### config.mk
export PLATFORM = sky130hd
export DESIGN_NAME = adc_report_sequencer
export DESIGN_NICKNAME = d
export VERILOG_FILES = /design/src/rtl/adc_report_sequencer.sv
export SDC_FILE = /design/constraint.sdc
export NUM_CORES = 1
export LEC_CHECK = 0
export CAP_MARGIN = 20
export CELL_PAD_IN_SITES_DETAIL_PLACEMENT = 0
export CELL_PAD_IN_SITES_GLOBAL_PLACEMENT = 1
export CORE_AREA = 2 2 98 100
export CTS_BUF_LIST = sky130_fd_sc_hd__clkbuf_4
export DETAILED_ROUTE_END_ITERATION = 10
export DIE_AREA = 0 0 100 102
export PLACE_DENSITY_LB_ADDON = 0.1
export REMOVE_ABC_BUFFERS = 1
export SYNTH_ARGS = -nofsm -noshare
export SYNTH_HDL_FRONTEND = slang
export SYNTH_SLANG_ARGS = --single-unit
export TNS_END_PERCENT = 10
### constraint.sdc
create_clock -name i_clk -period 2.3 [get_ports i_clk]
set_input_delay 0.46 -clock i_clk [delete_from_list [all_inputs] [get_ports i_clk]]
set_output_delay 0.46 -clock i_clk [all_outputs]
set_load 0.02 [all_outputs]
### src/rtl/adc_report_sequencer.sv
// Periodic ADC sample-and-report sequencer: request one conversion per tick, stream result to UART as ASCII + CR LF.
// Optional build macro REPORT_HEX_EN selects a 3-digit uppercase hex frame instead of the 12-digit binary frame.
module adc_report_sequencer #(
    parameter int SAMPLE_PERIOD = 5000000,
    parameter int ADC_TIMEOUT   = 1000
) (
    input  logic        i_clk,
    input  logic        i_rst_n,
    input  logic        i_enable,
    input  logic [5:0]  i_adc_cmd,
    output logic [5:0]  o_adc_tx_bits,
    output logic        o_adc_request,
    input  logic        i_adc_conv_busy,
    input  logic        i_adc_dv,
    input  logic [11:0] i_adc_data,
    output logic [7:0]  o_uart_byte,
    output logic        o_uart_dv,
    input  logic        i_uart_dv_ack,
    input  logic        i_uart_done,
    output logic        o_busy,
    output logic        o_adc_err,
    output logic [7:0]  o_overrun_cnt
);

`ifdef REPORT_HEX_EN
    localparam int LAST_IDX = 4;
`else
    localparam int LAST_IDX = 13;
`endif
    localparam int PER_W = (SAMPLE_PERIOD > 2) ? $clog2(SAMPLE_PERIOD) : 1;
    localparam int TMO_W = $clog2(ADC_TIMEOUT + 1);

    typedef enum logic [2:0] {
        IDLE,
        REQ,
        CONV,
        LOAD,
        SEND,
        WAIT_DONE
    } state_t;

    state_t             state;
    logic [PER_W-1:0]   period_cnt;
    logic [TMO_W-1:0]   tmo_cnt;
    logic [3:0]         byte_idx;
    logic [11:0]        sample;
    logic               adc_request_q;
    logic               uart_dv_q;
    logic               tick;
    logic               tmo_expired;

    function automatic logic [7:0] frame_byte(input logic [11:0] s, input logic [3:0] idx);
        logic [7:0] b;
        logic [3:0] nib;
        b   = 8'h0A;
        nib = 4'h0;
`ifdef REPORT_HEX_EN
        case (idx)
            4'd0:    nib = s[11:8];
            4'd1:    nib = s[7:4];
            4'd2:    nib = s[3:0];
            default: nib = 4'h0;
        endcase
        if (idx < 4'd3)
            b = (nib < 4'd10) ? (8'h30 + {4'h0, nib}) : (8'h37 + {4'h0, nib});
        else if (idx == 4'd3)
            b = 8'h0D;
`else
        nib = 4'd11 - idx;
        if (idx < 4'd12)
            b = 8'h30 + {7'd0, s[nib]};
        else if (idx == 4'd12)
            b = 8'h0D;
`endif
        return b;
    endfunction

    function automatic logic [7:0] sat_inc(input logic [7:0] v);
        return (v == 8'hFF) ? v : v + 8'd1;
    endfunction

    assign tick        = i_enable && (period_cnt == PER_W'(SAMPLE_PERIOD - 1));
    assign tmo_expired = (tmo_cnt >= TMO_W'(ADC_TIMEOUT - 1));

    // Handshake outputs are masked by reset so they fall in the same cycle reset is asserted.
    assign o_adc_request = adc_request_q & i_rst_n;
    assign o_uart_dv     = uart_dv_q & i_rst_n;

    always_ff @(posedge i_clk) begin
        if (!i_rst_n || !i_enable || tick)
            period_cnt <= '0;
        else
            period_cnt <= period_cnt + 1'b1;
    end

    always_ff @(posedge i_clk) begin
        if (!i_rst_n) begin
            state         <= IDLE;
            o_adc_tx_bits <= 6'b100000;
            adc_request_q <= 1'b0;
            o_uart_byte   <= 8'h00;
            uart_dv_q     <= 1'b0;
            o_busy        <= 1'b0;
            o_adc_err     <= 1'b0;
            o_overrun_cnt <= 8'h00;
            tmo_cnt       <= '0;
            byte_idx      <= 4'd0;
            sample        <= 12'h000;
        end else begin
            o_adc_err <= 1'b0;
            if (tick && state != IDLE)
                o_overrun_cnt <= sat_inc(o_overrun_cnt);

            case (state)
                IDLE: begin
                    if (tick) begin
                        state         <= REQ;
                        o_adc_tx_bits <= i_adc_cmd;
                        adc_request_q <= 1'b1;
                        o_busy        <= 1'b1;
                        tmo_cnt       <= '0;
                    end
                end
                REQ: begin
                    if (i_adc_conv_busy) begin
                        state         <= CONV;
                        adc_request_q <= 1'b0;
                        tmo_cnt       <= tmo_cnt + 1'b1;
                    end else if (tmo_expired) begin
                        state         <= IDLE;
                        adc_request_q <= 1'b0;
                        o_adc_err     <= 1'b1;
                        o_busy        <= 1'b0;
                    end else begin
                        tmo_cnt <= tmo_cnt + 1'b1;
                    end
                end
                CONV: begin
                    // A result arriving on the expiry cycle still wins over the abort.
                    if (i_adc_dv) begin
                        state    <= LOAD;
                        sample   <= i_adc_data;
                        byte_idx <= 4'd0;
                    end else if (tmo_expired) begin
                        state     <= IDLE;
                        o_adc_err <= 1'b1;
                        o_busy    <= 1'b0;
                    end else begin
                        tmo_cnt <= tmo_cnt + 1'b1;
                    end
                end
                LOAD: begin
                    o_uart_byte <= frame_byte(sample, byte_idx);
                    uart_dv_q   <= 1'b1;
                    state       <= SEND;
                end
                SEND: begin
                    if (i_uart_dv_ack) begin
                        uart_dv_q <= 1'b0;
                        state     <= WAIT_DONE;
                    end
                end
                WAIT_DONE: begin
                    if (i_uart_done) begin
                        if (byte_idx == 4'(LAST_IDX)) begin
                            state  <= IDLE;
                            o_busy <= 1'b0;
                        end else begin
                            byte_idx <= byte_idx + 4'd1;
                            state    <= LOAD;
                        end
                    end
                end
                default: state <= IDLE;
            endcase
        end
    end

endmodule
==> impl_results.md, run 1 <==
- Outcome: completed
- Initial DRC count: 130
- DP HPWL: 6.353 mm
- Crit path time final: 2127 ps
- Starting density of the core: 0.4258
- Detailed-router iteration count before antenna repair: 4
- Worst vdd ir: 0.3093 mV
- Worst slew pin tran: 514.8 ps
- Total Die Area: 10,200 um^2
- Area Growth Syn to Fin: 21.68%
- Worst-skew pair later-pin latency: 420 ps
- Final Setup Violations: 0
- Remaining DRCs: 0
- GR Overflow Total: 0
- Final-stage net count: 554
- First-pass GRT wire length: 15.63 mm
- Yosys warns: 0
- Design internal power: 1.996 mW
- Crit path cell chain: ha_1, nand2_1, or4_4, nor4_4, buf_12, mux2i_1, nand2_1
- Hold_buf cts: 0
- Post-cts resize count: 0
- CP max stage delay: 600 ps
- Final Hold Viols: 0
- CTS Buffer Depth: 2
- Hold depth: 1
- Clock sink count: 75
- CTS tree: built
- Share of Yosys cell area claimed by the top area cell type: 0.3871
- Net load switching power: 0.6645 mW
- MaxCap Viol Count: 0
- Most used cell, CP: nand2_1
- Post-CTS setup buffer count: 0
- Asr flop ratio synth: 0
- Max frequency: 470.1 MHz
- Switching share of total power: 0.2497
- Ant diodes: 0
- Reg-to-reg critical path startpoint: period_cnt[0]
- RSZ-0062 raised after global routing: false
- Startpoint types: flip-flop
- Core area: 9109 um^2
- Worst Skew: 10.60 ps
- Die Ht: 102 um
- Cell Area, Synth: 3879 um^2
- Top Ports: 51
- Largest net degree at the start of global routing: 34
- Clock power share: 0.389
- Critical Path RT: 2620 ps
- Setup TNS: 0 ps
- Worst r2r path cells: 7
- Routed Antenna Nets: 0
- Worst setup EP type: flip-flop
- H-tree levels: 3
- Antenna violations before repair: 0
- Die Width: 100 um
- Hold/Removal Path Class: reg -> reg
- Cell variety after synth: 59
- DRT Wirelength: 9.023 mm
- Slew HR: 0.6556
- Clk slew on worst S/H paths: 130 ps
- LEAKAGE: 1.665 nW
- Slew Viols, Final: 0
- Register area share after synthesis: 0.3871
- Vias in the first global route: 3,261
- Main synth FF type: dfxtp_1
- WP buf/inv: 1
- CTS root buffer: clkbuf_4
- Post-route insts no fill: 638
- Final core utilization: 0.5181
- Crit Path Class: reg -> reg
- Top area cells in the synthesized netlist: dfxtp_1, nand2_1, nor2_1
- Total CTS buffers: 9
- Largest delay share family, worst path: simple AND/OR/NAND/NOR gates
- CP max-delay cell: or4_4
- R2R Setup Slk: 170 ps
- GRT Util Overall: 0.1884
- Number of flops mapped to enable cells by yosys: 0
- Logic pwr share: 0.108
- Placer Congestion: 0.8191
- Routed WL per cell: 14.14 um
- Fin crit share: 0.9248
- Vias/cell: 5.309
- Reg-to-Reg End: o_adc_tx_bits[5]
- Crit path depth: 7
- Port bufs: 48
- Pwr/cell area: 563.8 nW/um^2
- Cells after Synth: 467
- Crit-path max FO: 14
- Post-synthesis register bit count: 75
- Hold Startpoint: period_cnt[0]
- WHS Endpoint: period_cnt[0]
- DR vias: 3,387
- Top cell type by total area after synthesis: dfxtp_1
- Reg power frac: 0.503
- Mapped Avg Cell Area: 8.306 um^2
- Placed cells: 622
- Row count: 35
- Critical Path AT: 2450 ps
- Share of cells above drive strength 1: 0.08918
[cell type report]
| cell class | instances | area (um^2) |
|---|---|---|
| Inverter | 17 | 63.81 |
| Clock inverter | 7 | 116.4 |
| Clock buffer | 9 | 67.56 |
| Timing Repair Buffer | 65 | 628.1 |
| Fill cell | 875 | 4389 |
| Sequential cell | 75 | 1501 |
| Tap cell | 111 | 138.9 |
| Multi-Input combinational cell | 354 | 2203 |
[placed cells by master (no fill, tap or decap), types with 6 or more instances in the layout]
cell             synthesis  final
xnor2_1                 19     19
inv_1                   16     16
mux2i_1                 10     10
nor3_1                   8      8
nor2_1                  49     49
and3_1                   8      8
o21ai_0                 20     20
dfxtp_1                 75     75
ha_1                     7      7
nor3b_1                  6      6
buf_4                    3     15
nand4_1                  9      9
a21boi_0                17     17
nand3_1                 28     28
nand2b_1                13     13
nand2_1                 70     70
clkdlybuf4s50_1          0     47
xor2_1                   6      6
a21oi_1                  9      9
clkbuf_4                 0      9
o211ai_1                 8      8
[worst max-delay path by stage]
stage                              from               end  slack [ps]
final                     period_cnt[0]  o_adc_tx_bits[5]         170
after global routing      period_cnt[0]            o_busy           7
after CTS                 period_cnt[0]            o_busy         140
after detailed placement       i_adc_dv        tmo_cnt[3]          60
after global placement         i_enable            o_busy          80
after floorplan                state[1]       byte_idx[3]          50
[kinds of logic (layout without fill, tap and decap cells)]
family	Yosys count	count (layout)	synth area share
buf+inv	39	98	0.04742
compound gates	78	78	0.1374
mux	13	13	0.04323
simple gates	229	229	0.3048
fa+ha+maj	7	7	0.02258
flops	75	75	0.3871
xor+xnor	25	25	0.05645
other cells	1	2	0.0009668
[layer usage]
metal | share of wire | track usage
met1 | 0.51 | 0.2702
met2 | 0.45 | 0.2890
met4 | 0.0032 | 0.05479
met5 | 0 | 0
met3 | 0.037 | 0.03694
[power by group through the flow]
stage	logic, mW	clock network, mW	registers, mW
after floorplan	0.148	0	1.37
after global placement	0.284	0	1.37
after detailed placement	0.287	0	1.37
after CTS	0.289	1.07	1.34
after global routing	0.320	1.13	1.34
final	0.288	1.03	1.34
[stage by stage]
step / hold WS, ps / setup slack (ps) / total power [mW] / cell area [um^2]
after global routing: 485.3 / 7.250 / 2.794 / 4720
final: 448.5 / 173.0 / 2.661 / 4720
after CTS: 459.6 / 136.5 / 2.697 / 4720
after global placement: 424.6 / 81.50 / 1.652 / 4536
after floorplan: 413.2 / 53.30 / 1.520 / 3762
after detailed placement: 435.6 / 64.72 / 1.655 / 4536
[cells in the mapped netlist (3+ instances only)]
master	count
a21boi_0	17
xnor2_1	19
mux2i_1	10
buf_4	3
o211ai_1	8
and2_1	5
o2111ai_1	4
a211oi_1	3
nor4bb_1	3
nand4_1	9
ha_1	7
nor3b_1	6
nor3_1	8
nand3_1	28
buf_2	3
nor4_1	5
mux4_2	3
and4_1	4
buf_6	3
a21oi_1	9
nand2_1	70
xor2_1	6
dfxtp_1	75
and3_1	8
nor2_1	49
o21ai_0	20
nand2b_1	13
clkbuf_1	12
inv_1	16
nor2b_1	5
[registers in the layout (all words and copies together), names as in the netlist]
signal         cells
sample            12
o_adc_tx_bits      6
o_overrun_cnt      8
o_busy             1
tmo_cnt           10
period_cnt        23
adc_request_q      1
o_uart_byte        5
state              3
byte_idx           4
o_adc_err          1
uart_dv_q          1
Power figures use the tool's default switching activity.
==> inputs of run 2 (changes only) <==
--- a/config.mk
+++ b/config.mk
@@ -6,13 +6,11 @@
 export NUM_CORES = 1
 export LEC_CHECK = 0
 export CAP_MARGIN = 20
-export CELL_PAD_IN_SITES_DETAIL_PLACEMENT = 0
-export CELL_PAD_IN_SITES_GLOBAL_PLACEMENT = 1
-export CORE_AREA = 2 2 98 100
+export CORE_AREA = 2 2 92 94
 export CTS_BUF_LIST = sky130_fd_sc_hd__clkbuf_4
 export DETAILED_ROUTE_END_ITERATION = 10
-export DIE_AREA = 0 0 100 102
-export PLACE_DENSITY_LB_ADDON = 0.1
+export DIE_AREA = 0 0 94 96
+export PLACE_DENSITY = 0.77
 export REMOVE_ABC_BUFFERS = 1
 export SYNTH_ARGS = -nofsm -noshare
 export SYNTH_HDL_FRONTEND = slang
==> run 2 against run 1 <==
  * Sequential share of layout area up 0.42 points
  * Core utilization up 6.0 points
  * Largest power group unchanged
  * Highest routed layer unchanged
  * Sequential cell count unchanged
  * Largest cell class unchanged
  * Critical path type unchanged
  * Critical endpoint is now tmo_cnt[3]
==> impl_results.md, run 2 (synthesized netlist as in run 1, its figures left out) <==
- RSZ-0062 raised after global routing: false
- MaxCap Viol Count: 0
- Routed WL per cell: 13.37 um
- Final Hold Viols: 0
- Top Registers: period_cnt x23, sample x12, tmo_cnt x10
- Hold/Removal Path Class: reg -> reg
- Vias/cell: 5.506
- Placer Congestion: 0.9156
- Slew HR: 0.6539
- Crit-path max FO: 4
- Commonest cells after routing, fill and taps aside: dfxtp_1, nand2_1, nor2_1
- Worst vdd ir: 0.2938 mV
- Die Ht: 96 um
- CTS tree: built
- Clock sink count: 75
- Final-stage net count: 554
- Antenna violations before repair: 0
- Final non-filler cell area: 4658 um^2
- Max reg flops: 23
- Outcome: completed
- CTS Buffer Depth: 2
- Core area: 8051 um^2
- CTS root buffer: clkbuf_4
- Worst-skew pair later-pin latency: 420 ps
- LEAKAGE: 1.637 nW
- Detailed-router iteration count before antenna repair: 4
- Crit path time final: 2073 ps
- DP HPWL: 6.200 mm
- First-pass GRT wire length: 14.32 mm
- Area Growth Syn to Fin: 20.10%
- Routed Antenna Nets: 0
- GR Overflow Total: 0
- Post-cts resize count: 0
- Final Setup Violations: 0
- Worst Skew: 23.73 ps
- Clk slew on worst S/H paths: 120 ps
- Placement Cell Area: 4516 um^2
- Share of cells above drive strength 1: 0.08729
- Overall power: 2.439 mW
- Reg area: 1501 um^2
- Hold WS: 458.7 ps
- Multi-input gate area: 2203 um^2
- Port bufs: 48
- Slew Viols, Final: 0
- Pwr/cell area: 523.6 nW/um^2
- Startpoint types: flip-flop
- Ant diodes: 0
- Initial DRC count: 244
- Remaining DRCs: 0
- Crit Path Class: reg -> reg
- Fillers: 749
- H-tree levels: 3
- Critical Path RT: 2610 ps
- Largest net degree at the start of global routing: 37
- Top Ports: 51
- Worst slew pin tran: 517.2 ps
- DRT Wirelength: 8.450 mm
- DR vias: 3,480
- Fin crit share: 0.9012
- Most common cell after layout, fill and taps aside: dfxtp_1
- Max frequency: 482.4 MHz
- Setup TNS: 0 ps
- Post-CTS setup buffer count: 0
- Hold_buf cts: 0
- Final core utilization: 0.5786
- Worst setup EP type: flip-flop
- Starting density of the core: 0.4817
- Row count: 33
- Total Die Area: 9024 um^2
- GRT Util Overall: 0.1963
- Top reg by flops: period_cnt
- Vias in the first global route: 3,242
- Critical Path AT: 2380 ps
- Total CTS buffers: 9
- Die Width: 94 um
-- run 2: cell count changes in the layout (fill, tap and decap cells not counted) --
cell	change
clkinv_1	+1
inv_6	+2
bufinv_16	-2
buf_12	-1
clkinvlp_4	+1
buf_4	+1
clkinv_2	-2
-- run 2: per-stage QoR --
stage | worst slack [ps] | instances
3_3_place_gp | 42.32 | 616
5_1_grt | 26.35 | 632
6_report | 227.2 | 632
3_5_place_dp | -16.41 | 616
2_1_floorplan | 53.30 | 446
4_1_cts | 209.5 | 632
-- run 2: cell type report --
class,instances,share of cell area
multi-input cells,354,0.4730
flip-flops and latches,75,0.3223
repair buffers,65,0.1322
well taps,105,0.02820
clock inverters,7,0.01612
clock buffers,9,0.01450
inverters,17,0.01370
-- run 2: routing by layer --
metal	GRT usage	up-vias	wire, um
met5	0	-	0
met4	0.06643	0	58
met3	0.05090	4	440
met2	0.3262	81	4109
met1	0.2488	1650	3842
li1	-	1745	-
-- run 2: final timing paths --
| kind | startpoint | end | slack (ps) | depth (start not counted) |
|---|---|---|---|---|
| max | period_cnt[0] | tmo_cnt[3] | 230 | 6 |
| min | period_cnt[0] | period_cnt[0] | 460 | 1 |
| max reg2reg | period_cnt[0] | tmo_cnt[3] | 230 | 6 |
| min reg2reg | period_cnt[0] | period_cnt[0] | 460 | 1 |
-- run 2: where the power goes --
| part | total (mW) | switching [mW] | internal, mW |
|---|---|---|---|
| Combinational | 0.286 | 0.155 | 0.131 |
| Sequential | 1.34 | 0.0211 | 1.32 |
| Clock | 0.815 | 0.478 | 0.337 |
-- run 2: critical path, stage by stage, from the launching register on --
cell and delay [ps]:
dfxtp_1 370, ha_1 230, nand2_1 100, or4_4 600, o21ai_0 250, nand3_1 140, a211o_1 310
==> inputs of run 3 (changes only) <==
--- a/config.mk
+++ b/config.mk
@@ -10,8 +10,10 @@
 export CTS_BUF_LIST = sky130_fd_sc_hd__clkbuf_4
 export DETAILED_ROUTE_END_ITERATION = 10
 export DIE_AREA = 0 0 94 96
+export GPL_ROUTABILITY_DRIVEN = 1
 export PLACE_DENSITY = 0.77
 export REMOVE_ABC_BUFFERS = 1
+export SETUP_SLACK_MARGIN = 0.15
 export SYNTH_ARGS = -nofsm -noshare
 export SYNTH_HDL_FRONTEND = slang
 export SYNTH_SLANG_ARGS = --single-unit
==> run 3 against run 2 <==
  * Die area stayed put
  * Sequential cell count stayed put
  * Largest power group unchanged
  * Critical path type unchanged
  * Sequential share of layout area is 0.11 points lower
  * Non-clock buffer count is 2 higher
  * Routed wire length is 0.84% higher
  * Maximum frequency is 2.2% higher
  * Sequential power hardly changed
  * Setup slack better by 45 ps
  * Cell count is 0.32% higher
  * Core utilization is 0.25 points higher
  * Via count is 0.86% higher
  * Combinational power hardly changed
==> impl_results.md, run 3 (synthesized netlist as in run 1, its figures left out) <==
- Final Hold Viols: 0
- Outcome: completed
- Crit Path Class: reg -> reg
- Hold_buf cts: 0
- Top reg by flops: period_cnt
- Setup TNS: 0 ps
- H-tree levels: 3
- Startpoint types: flip-flop
- RSZ-0062 raised after global routing: false
- Worst setup EP type: flip-flop
- CP max-delay cell: or4_4
- Switching share of total power: 0.2686
- Detailed-router iteration count before antenna repair: 5
- Max frequency: 493.1 MHz
- CP max stage delay: 600 ps
- Clock power share: 0.334
- Met2 WL: 4.119 mm
- Crit path depth: 7
- DR top layer: met4
- CTS root buffer: clkbuf_4
- Crit path cell chain: ha_2, nand2_1, or4_4, or2_2, nand3_2, buf_12, nor2_1
- Worst r2r path cells: 7
- Vias in the first global route: 3,242
- DR vias: 3,510
- CP Launch Point: period_cnt[0]
- Worst Skew: 23.97 ps
- Crit-path max FO: 23
- Logic pwr share: 0.117
- Pre-CTS setup slack: -16.41 ps
- Share of cells above drive strength 1: 0.09452
- Most common cell after layout, fill and taps aside: dfxtp_1
- Clk slew on worst S/H paths: 110 ps
- MaxCap Viol Count: 0
- Largest net degree at the start of global routing: 37
- Hold/Removal Path Class: reg -> reg
- Hold depth: 1
- Fin crit share: 0.8817
- Largest delay share family, worst path: simple AND/OR/NAND/NOR gates
- Critical Path AT: 2340 ps
- CTS tree: built
- Reg-to-reg critical path startpoint: period_cnt[0]
- DRT Wirelength: 8.521 mm
- Vias/cell: 5.536
- Design internal power: 1.785 mW
- Met1 Routed Length: 3.792 mm
- DP HPWL: 6.200 mm
- Hold Startpoint: period_cnt[0]
- Reg power frac: 0.549
- Routed Antenna Nets: 0
- Placer Congestion: 0.9156
- Top Ports: 51
- Slew HR: 0.6606
- Die Ht: 96 um
- Starting density of the core: 0.4817
- GR Overflow Total: 0
- Top Registers: period_cnt x23, sample x12, tmo_cnt x10
- Routed WL per cell: 13.44 um
- CTS Buffer Depth: 2
- Total Die Area: 9024 um^2
- Final Setup Violations: 0
- GRT Util Overall: 0.1963
- Clock sink count: 75
- Setup ws final: 272.0 ps
- Fillers: 746
- Initial DRC count: 243
- Net load switching power: 0.6556 mW
- Port bufs: 48
- Met3 WL post-DR: 517 um
- Slew Viols, Final: 0
- LEAKAGE: 1.646 nW
- Final-stage net count: 556
- Row count: 33
- Max reg flops: 23
- Commonest cells after routing, fill and taps aside: dfxtp_1, nand2_1, nor2_1
- Critical Path RT: 2610 ps
- Worst vdd ir: 0.2935 mV
- Worst slew pin tran: 507.2 ps
- Crit path time final: 2028 ps
- Worst-skew pair later-pin latency: 430 ps
- Die Width: 94 um
- Core area: 8051 um^2
- WP buf/inv: 1
- Remaining DRCs: 0
- Total CTS buffers: 9
- Antenna violations before repair: 0
- Area Growth Syn to Fin: 20.61%
- Ant diodes: 0
- Pwr/cell area: 521.7 nW/um^2
- First-pass GRT wire length: 14.32 mm
[run 3: power by group through the flow]
stage                     clock (mW)  combinational, mW  sequential (mW)
after global placement             0              0.278             1.37
after CTS                      0.847              0.285             1.34
final                          0.815              0.286             1.34
after floorplan                    0              0.148             1.37
after global routing           0.899              0.314             1.34
after detailed placement           0              0.284             1.37
[run 3: path summary, 6_finish.rpt]
| kind | slack, ps | to |
|---|---|---|
| min reg2reg | 430 | period_cnt[0] |
| max reg2reg | 270 | period_cnt[3] |
| max | 270 | period_cnt[3] |
| min | 430 | period_cnt[0] |
[run 3: stage by stage]
step	std cells	area [um^2]	total power, mW	hold slack (ps)	utilization
floorplan	446	3762	1.520	413.2	-
finish	634	4678	2.441	427.3	0.5810
global route	634	4678	2.557	451.1	0.5810
global placement	616	4516	1.645	423.1	0.5608
detailed placement	616	4516	1.652	450.8	0.5608
CTS	632	4658	2.471	455.1	0.5786
[run 3: final cells by class]
type / instances / area (um^2) / area share
multi-input cells: 354 / 2206 / 0.4715
flip-flops and latches: 75 / 1503 / 0.3212
repair buffers: 67 / 631.9 / 0.1351
well taps: 105 / 131.4 / 0.02808
clock inverters: 7 / 75.07 / 0.01605
clock buffers: 9 / 67.56 / 0.01444
inverters: 17 / 63.81 / 0.01364
[run 3: metal layers]
metal	vias up	global-route usage
met5	-	0
met4	0	0.06643
met3	9	0.05090
met2	92	0.3262
met1	1656	0.2488
li1	1753	-
[run 3: what timing repair did]
action                                 in CTS  in global routing
resized for setup                           0                  4
setup endpoints to repair                   0                 46
endpoints found under the hold margin       0                  0
buffers inserted                            0                  1
